## config.mk

```make
export PLATFORM = sky130hd
export DESIGN_NAME = ps2_kod_siralayici
export DESIGN_NICKNAME = d
export VERILOG_FILES = /design/src/rtl/ps2_kod_siralayici.sv
export SDC_FILE = /design/constraint.sdc
export NUM_CORES = 1
export LEC_CHECK = 0
export BUFFER_PORTS_ARGS = -buffer_cell sky130_fd_sc_hd__buf_4
export CAP_MARGIN = 20
export CORE_MARGIN = 2
export CORE_UTILIZATION = 63
export DETAILED_ROUTE_END_ITERATION = 10
export GPL_TIMING_DRIVEN = 0
export PLACE_DENSITY = 0.9
export SYNTH_ARGS = -nofsm -noshare
export SYNTH_HDL_FRONTEND = slang
export SYNTH_SLANG_ARGS = --single-unit
```

## constraint.sdc

```tcl
create_clock -name clk -period 4.29 [get_ports clk]
set_clock_uncertainty 0.2 [all_clocks]
set_input_delay 0.429 -clock clk [delete_from_list [all_inputs] [get_ports clk]]
set_output_delay 0.429 -clock clk [all_outputs]
set_load 0.01 [all_outputs]
```

## src/rtl/ps2_kod_siralayici.sv

```systemverilog
// ps2_kod_siralayici
// Keyboard controller front end. It deserialises raw PS/2 frames and parses
// the make, break, E0 and E1 prefixes. Each accepted make code is routed as a
// one-cycle registered strobe onto the button channel or the control channel
// of the ASCII translator.
// Optional feature macro: REPEAT_FILTER_EN. When it is defined, typematic
// repeats of the currently held key are suppressed.
module ps2_kod_siralayici #(
    parameter int TIMEOUT_CYC = 200000,
    parameter int SYNC_STAGES = 2
) (
    input  logic       clk,
    input  logic       rst_n,
    input  logic       ps2_clk,
    input  logic       ps2_data,
    output logic [7:0] buton_giris,
    output logic       buton_aktif,
    output logic [7:0] kontrol_giris,
    output logic       kontrol_aktif,
    output logic       hata
);

    localparam int TO_W = $clog2(TIMEOUT_CYC + 1);

    typedef enum logic [1:0] {
        RX_IDLE   = 2'd0,
        RX_DATA   = 2'd1,
        RX_PARITY = 2'd2,
        RX_STOP   = 2'd3
    } rx_state_t;

    typedef enum logic [2:0] {
        D_IDLE      = 3'd0,
        D_EXT       = 3'd1,
        D_BREAK     = 3'd2,
        D_EXT_BREAK = 3'd3,
        D_SKIP      = 3'd4
    } dec_state_t;

    // Odd parity holds when data and parity bit together have an odd number of ones.
    function automatic logic parity_odd_ok(input logic [7:0] d, input logic p);
        return ^{d, p};
    endfunction

    // Scan codes that belong on the translator's control channel.
    function automatic logic is_control(input logic [7:0] code);
        logic r;
        case (code)
            8'h58, 8'h12, 8'h59, 8'h77, 8'h29, 8'h76, 8'h05, 8'h06,
            8'h04, 8'h0C, 8'h03, 8'h0B, 8'h83, 8'h0A, 8'h01, 8'h09,
            8'h78, 8'h07, 8'h0D, 8'h14, 8'h11, 8'h66, 8'h5A: r = 1'b1;
            default: r = 1'b0;
        endcase
        return r;
    endfunction

    logic [SYNC_STAGES-1:0] clk_sync_r;
    logic [SYNC_STAGES-1:0] data_sync_r;
    logic                   clk_prev_r;
    logic                   clk_cur_s;
    logic                   data_cur_s;
    logic                   fall_s;

    rx_state_t  rx_state_r, rx_state_s;
    logic [2:0] bit_cnt_r;
    logic [7:0] shift_r;
    logic       par_r;
    logic [TO_W-1:0] to_cnt_r;
    logic       timeout_s;
    logic       byte_ok_s;
    logic       frame_err_s;

    dec_state_t dec_state_r, dec_state_s;
    logic [2:0] skip_r, skip_s;
    logic [7:0] held_r, held_s;
    logic       make_s;
    logic       pass_s;
    logic       emit_s;
    logic       ctl_s;

    assign clk_cur_s  = clk_sync_r[SYNC_STAGES-1];
    assign data_cur_s = data_sync_r[SYNC_STAGES-1];
    assign fall_s     = clk_prev_r & ~clk_cur_s;

    // Synchronise the asynchronous PS/2 pins; idle level of both lines is high.
    always_ff @(posedge clk) begin
        if (!rst_n) begin
            clk_sync_r  <= {SYNC_STAGES{1'b1}};
            data_sync_r <= {SYNC_STAGES{1'b1}};
            clk_prev_r  <= 1'b1;
        end else begin
            clk_sync_r  <= {clk_sync_r[SYNC_STAGES-2:0], ps2_clk};
            data_sync_r <= {data_sync_r[SYNC_STAGES-2:0], ps2_data};
            clk_prev_r  <= clk_cur_s;
        end
    end

    // Receiver next state, frame-good strobe and frame errors.
    always_comb begin
        rx_state_s  = rx_state_r;
        byte_ok_s   = 1'b0;
        frame_err_s = 1'b0;
        timeout_s   = (rx_state_r != RX_IDLE) && (to_cnt_r == TO_W'(TIMEOUT_CYC));
        if (timeout_s) begin
            rx_state_s = RX_IDLE;
        end else if (fall_s) begin
            case (rx_state_r)
                RX_IDLE: begin
                    if (!data_cur_s) begin
                        rx_state_s = RX_DATA;
                    end else begin
                        rx_state_s = RX_IDLE;
                    end
                end
                RX_DATA: begin
                    if (bit_cnt_r == 3'd7) begin
                        rx_state_s = RX_PARITY;
                    end else begin
                        rx_state_s = RX_DATA;
                    end
                end
                RX_PARITY: rx_state_s = RX_STOP;
                RX_STOP: begin
                    rx_state_s = RX_IDLE;
                    if (data_cur_s && parity_odd_ok(shift_r, par_r)) begin
                        byte_ok_s = 1'b1;
                    end else begin
                        frame_err_s = 1'b1;
                    end
                end
                default: rx_state_s = RX_IDLE;
            endcase
        end else begin
            rx_state_s = rx_state_r;
        end
    end

    // Receiver state register plus bit shifter, parity capture and timeout counter.
    always_ff @(posedge clk) begin
        if (!rst_n) begin
            rx_state_r <= RX_IDLE;
            bit_cnt_r  <= 3'd0;
            shift_r    <= 8'h00;
            par_r      <= 1'b0;
            to_cnt_r   <= '0;
        end else begin
            rx_state_r <= rx_state_s;
            if (fall_s && !timeout_s) begin
                case (rx_state_r)
                    RX_IDLE: bit_cnt_r <= 3'd0;
                    RX_DATA: begin
                        shift_r   <= {data_cur_s, shift_r[7:1]};
                        bit_cnt_r <= bit_cnt_r + 3'd1;
                    end
                    RX_PARITY: par_r <= data_cur_s;
                    default: bit_cnt_r <= 3'd0;
                endcase
            end
            if ((rx_state_r == RX_IDLE) || fall_s) begin
                to_cnt_r <= '0;
            end else if (to_cnt_r != TO_W'(TIMEOUT_CYC)) begin
                to_cnt_r <= to_cnt_r + {{(TO_W-1){1'b0}}, 1'b1};
            end
        end
    end

    // Decoder next state, held-key tracking and make-code selection.
    always_comb begin
        dec_state_s = dec_state_r;
        skip_s      = skip_r;
        held_s      = held_r;
        make_s      = 1'b0;
        if (frame_err_s || timeout_s) begin
            dec_state_s = D_IDLE;
            skip_s      = 3'd0;
        end else if (byte_ok_s) begin
            case (dec_state_r)
                D_IDLE: begin
                    if (shift_r == 8'hF0) begin
                        dec_state_s = D_BREAK;
                    end else if (shift_r == 8'hE0) begin
                        dec_state_s = D_EXT;
                    end else if (shift_r == 8'hE1) begin
                        dec_state_s = D_SKIP;
                        skip_s      = 3'd7;
                    end else begin
                        make_s = 1'b1;
                    end
                end
                D_EXT: begin
                    if (shift_r == 8'hF0) begin
                        dec_state_s = D_EXT_BREAK;
                    end else begin
                        dec_state_s = D_IDLE;
                        make_s      = 1'b1;
                    end
                end
                D_BREAK, D_EXT_BREAK: begin
                    dec_state_s = D_IDLE;
                    if (shift_r == held_r) begin
                        held_s = 8'h00;
                    end else begin
                        held_s = held_r;
                    end
                end
                D_SKIP: begin
                    if (skip_r <= 3'd1) begin
                        dec_state_s = D_IDLE;
                        skip_s      = 3'd0;
                    end else begin
                        skip_s = skip_r - 3'd1;
                    end
                end
                default: dec_state_s = D_IDLE;
            endcase
        end else begin
            dec_state_s = dec_state_r;
        end

`ifdef REPEAT_FILTER_EN
        pass_s = !((held_r != 8'h00) && (shift_r == held_r));
`else
        pass_s = 1'b1;
`endif
        emit_s = make_s && (shift_r != 8'h00) && pass_s;
        ctl_s  = is_control(shift_r);
        if (emit_s) begin
            held_s = shift_r;
        end else begin
            held_s = held_s;
        end
    end

    // Decoder state register, Pause skip counter and held-key register.
    always_ff @(posedge clk) begin
        if (!rst_n) begin
            dec_state_r <= D_IDLE;
            skip_r      <= 3'd0;
            held_r      <= 8'h00;
        end else begin
            dec_state_r <= dec_state_s;
            skip_r      <= skip_s;
            held_r      <= held_s;
        end
    end

    // Registered translator strobes and error pulse; idle channel code reads as zero.
    always_ff @(posedge clk) begin
        if (!rst_n) begin
            buton_giris   <= 8'h00;
            buton_aktif   <= 1'b0;
            kontrol_giris <= 8'h00;
            kontrol_aktif <= 1'b0;
            hata          <= 1'b0;
        end else begin
            buton_aktif   <= emit_s && !ctl_s;
            buton_giris   <= (emit_s && !ctl_s) ? shift_r : 8'h00;
            kontrol_aktif <= emit_s && ctl_s;
            kontrol_giris <= (emit_s && ctl_s) ? shift_r : 8'h00;
            hata          <= frame_err_s | timeout_s;
        end
    end

endmodule
```

==> qor.csv <==
stage,metric,value,unit
run_status,status,"complete, no violations",
final_layout,total area of multi-input combinational cells,1480,sq um
critical_path,worst setup path startpoint,to_cnt_r[0],
cts,clock transition at the register clock pins on the worst setup and hold paths after CTS,60,ps
synth,count of synthesis-stage warnings from yosys,0,
critical_path,type of element launching the critical path,flip-flop,
cts,"Gates resized, CTS repair",0,
cts,H-tree Lvls,3,
global_routing,global-route wire length before repair,8920,um
global_routing,Total GRT Usage,22.2,%
synth,share of the yosys chip area belonging to registers,43.8,%
sta,summed negative setup slack over all endpoints,0,ps
run,number of max-cap violations,0,
power,Sw Ratio,20.7,%
global_routing,vias in the first global route,2113,
global_routing,maximum number of pins on one net before global-route repair,11,
power,switching power summed over all nets,0.000214,W
die,# IOs,23,
route,drt first pass iters,4,
synth,total nets after synthesis,341,
cts,clock sink count,62,
die,Core Rows,24,
final_layout,area taken by flip-flops and latches,1240,sq um
final_layout,count of inserted antenna diode cells,0,
power,internal portion of total power,0.000822,W
placement,placer congestion estimate,0.842,
critical_path,"slowest stage cell, crit path",sky130_fd_sc_hd__nor2_1,
critical_path,crit path DAT,2540,ps
critical_path,cell breakdown of the critical path,inv_1 -> ha_1 -> and4b_1 -> nand4_1 -> nor2_1 -> or3_1 -> clkbuf_1 -> nand2_1 -> a21boi_0,
route,routed via count divided by cell count,5.56,
critical_path,highest net fanout along the worst path,10,
synth,register bit total from synthesis,62,
critical_path,maximum cell stage delay along the critical path,550,ps
die,Initial Util,65.0,%
power,maximum VDD drop,0.216,mV
sta,maximum operating frequency,402,MHz
critical_path,critical setup path kind,flip-flop to flip-flop,
critical_path,source of the worst register-to-register timing path,to_cnt_r[0],
sta,number of endpoints with negative hold slack in the final report,0,
critical_path,Crit. End Element,flip-flop,
cts,largest buffer count on any clock path,2,
synth,number of flops mapped to enable cells by yosys,0,
sta,shortest period the worst path allows,2490,ps
die,Die Y,71.0,um
synth,"Avg Cell Area, Syn",8.55,sq um
route,Final Routed Wirelength,5270,um
final_layout,"Cell Count, Final, Fillers Out",420,
synth,number of instances in the synthesized netlist,331,
route,remaining antenna violation count after routing,0,
global_routing,GRT overflow,0,
power,power per cell area,321,nW/um^2
power,Total Power,0.00104,W
route,DRC Markers,0,
die,width of the die,71.0,um
synth,Synth Cell Area,2830,sq um
placement,half-perimeter wire length after placement,3680,um
sta,Tightest Pin Transition,944,ps
power,Seq pwr share,55.8,%
sta,worst rel slew slack,36.9,%
cts,CTS tree,built,
route,First DRT Iteration DRCs,201,
cts,CTS hold repair buffers,0,
cts,CTS root buffer,sky130_fd_sc_hd__clkbuf_8,
final_layout,number of filler cells placed in the layout,308,
cts,total setup buffers inserted after CTS,0,
synth,leading register cell type out of synthesis,sky130_fd_sc_hd__dfxtp_1,
synth,fraction of registers with async set or reset after synthesis,0,%
final_layout,area delta synth->final,14.1,%
critical_path,"Req. time, crit path",4350,ps
sta,final setup violation count,0,
sta,max-slew violations,0,
final_layout,final net count,374,
synth,count of different cell masters after synthesis,47,
route,total number of vias,2336,
power,portion of total power attributed to the clock network,42.8,%
worst_hold_path,Hold Path Class,input port to flip-flop,
sta,unrepaired setup endpoints after global routing,false,
sta,share of the cycle needed by the critical path after routing,58.0,%
global_routing,antenna violations before repair,0,
placement,DP Cell Count,405,
cts,Skew-Pair Late Insertion Delay,340,ps
final_layout,share of layout cells above drive strength 1,11.7,%
power,Combinational Power Share,1.3,%
cts,total clock buffers created by CTS,9,
die,Core Region,4350,sq um
worst_hold_path,Hold Crit Start,ps2_data,
die,die area,5050,sq um
route,average wire length per cell after detail routing,12.6,um
power,leakage component of the power,1.17,nW
placement,count of buffers inserted at the top-level ports,22,
[synthesized netlist by cell type (all sizes together), types with 2 or more instances]
library cell / count / area [sq um]
a21boi: 9 / 67.6
a21oi: 11 / 55.1
a22oi: 2 / 15.0
a311oi: 2 / 17.5
a31oi: 3 / 18.8
a41oi: 2 / 17.5
and2: 4 / 26.3
and3: 7 / 43.8
and4: 3 / 26.3
clkbuf: 16 / 60.1
dfxtp: 62 / 1240
ha: 6 / 75.1
inv: 10 / 37.5
mux2i: 4 / 40.0
nand2: 40 / 150
nand2b: 6 / 37.5
nand3: 12 / 65.1
nand4: 3 / 18.8
nor2: 50 / 188
nor2b: 6 / 37.5
nor3: 8 / 40.0
nor3b: 2 / 15.0
nor4: 3 / 33.8
nor4b: 3 / 26.3
o211ai: 5 / 37.5
o21ai: 13 / 65.1
o311ai: 2 / 25.0
or3: 3 / 18.8
xnor2: 11 / 111
xor2: 11 / 96.3
[power by group through the flow]
| stage | Clock (W) | Sequential (W) | Combinational [W] |
|---|---|---|---|
| global route | 0.000469 | 0.000579 | 0.0000150 |
| detailed placement | 0 | 0.000592 | 0.0000137 |
| finish | 0.000444 | 0.000579 | 0.0000136 |
| global placement | 0 | 0.000592 | 0.0000134 |
| floorplan | 0 | 0.000591 | 0.00000890 |
| CTS | 0.000448 | 0.000579 | 0.0000137 |
[kinds of logic (layout without fill, tap and decap cells)]
logic type                 count (synthesis)  after routing  share of synthesized area, %
and+or+nand+nor                          155            155                          27.2
AOI/OAI and AO/OA                         54             54                          12.9
buffers and inverters                     27             64                          3.84
adders and majority gates                  6              6                          2.65
muxes                                      4              4                          1.41
xor gates and xnor gates                  23             23                          8.17
DFF                                       62             62                          43.8
[final timing paths]
kind,end,slack [ps],cells past startpoint
setup / recovery,shift_r[4],1800,9
hold / removal,data_sync_r[0],80,2
setup reg to reg,shift_r[4],1800,9
hold reg to reg,data_sync_r[1],210,1
[worst max-delay path, delay by kind of cell, from the launching register on]
family / cells / cell delay [ps]
and+or+nand+nor: 5 / 1160
buffers and inverters: 2 / 360
DFF: 1 / 340
AOI/OAI and AO/OA: 1 / 180
adders and majority gates: 1 / 150
[stage by stage]
step           utilization (%)  worst slack [ps]  hold WS, ps  cell area (sq um)
2_1_floorplan                -              2050          186               2830
3_3_place_gp              70.3              1830          193               3060
3_5_place_dp              70.3              1800          198               3060
4_1_cts                   74.2              1770         66.4               3230
5_1_grt                   74.2              1470         68.9               3230
6_report                  74.2              1800         76.4               3230
[per-layer routing]
layer  wire length (um)  GRT usage, %  vias up
met2               2420          35.4       71
met4                103          11.3        0
met1               2480          28.6     1055
li1                   -             -     1200
met5                  0             0        -
met3                277          4.42       10
[registers in the layout (all words and copies together) (netlist names), named ones only]
| register | flops |
|---|---|
| to_cnt_r | 18 |
| buton_giris | 8 |
| kontrol_giris | 8 |
| shift_r | 8 |
| bit_cnt_r | 3 |
| dec_state_r | 3 |
| skip_r | 3 |
| clk_sync_r | 2 |
| data_sync_r | 2 |
| buton_aktif | 1 |
| clk_prev_r | 1 |
| hata | 1 |
| kontrol_aktif | 1 |
| par_r | 1 |
| rx_state_r | 1 |
[layout by cell type (no fill, tap or decap), types with 7 or more instances in the layout]
master,count
sky130_fd_sc_hd__dfxtp_1,62
sky130_fd_sc_hd__nor2_1,50
sky130_fd_sc_hd__nand2_1,40
sky130_fd_sc_hd__buf_4,22
sky130_fd_sc_hd__clkbuf_1,19
sky130_fd_sc_hd__o21ai_0,13
sky130_fd_sc_hd__xor2_1,11
sky130_fd_sc_hd__nand3_1,11
sky130_fd_sc_hd__a21oi_1,11
sky130_fd_sc_hd__clkbuf_8,11
sky130_fd_sc_hd__inv_1,10
sky130_fd_sc_hd__xnor2_1,9
sky130_fd_sc_hd__a21boi_0,9
sky130_fd_sc_hd__nor3_1,8
sky130_fd_sc_hd__and3_1,7
[layout make-up]
class                           instances  share of cell area, %
Multi-Input combinational cell        242                   45.9
Sequential cell                        62                   38.4
Timing Repair Buffer                   22                   5.11
Clock buffer                           14                   5.04
Buffer                                 17                   2.21
Tap cell                               52                   2.01
Inverter                               10                   1.16
Clock inverter                          1                  0.155
(Power assumes the default switching activity.)
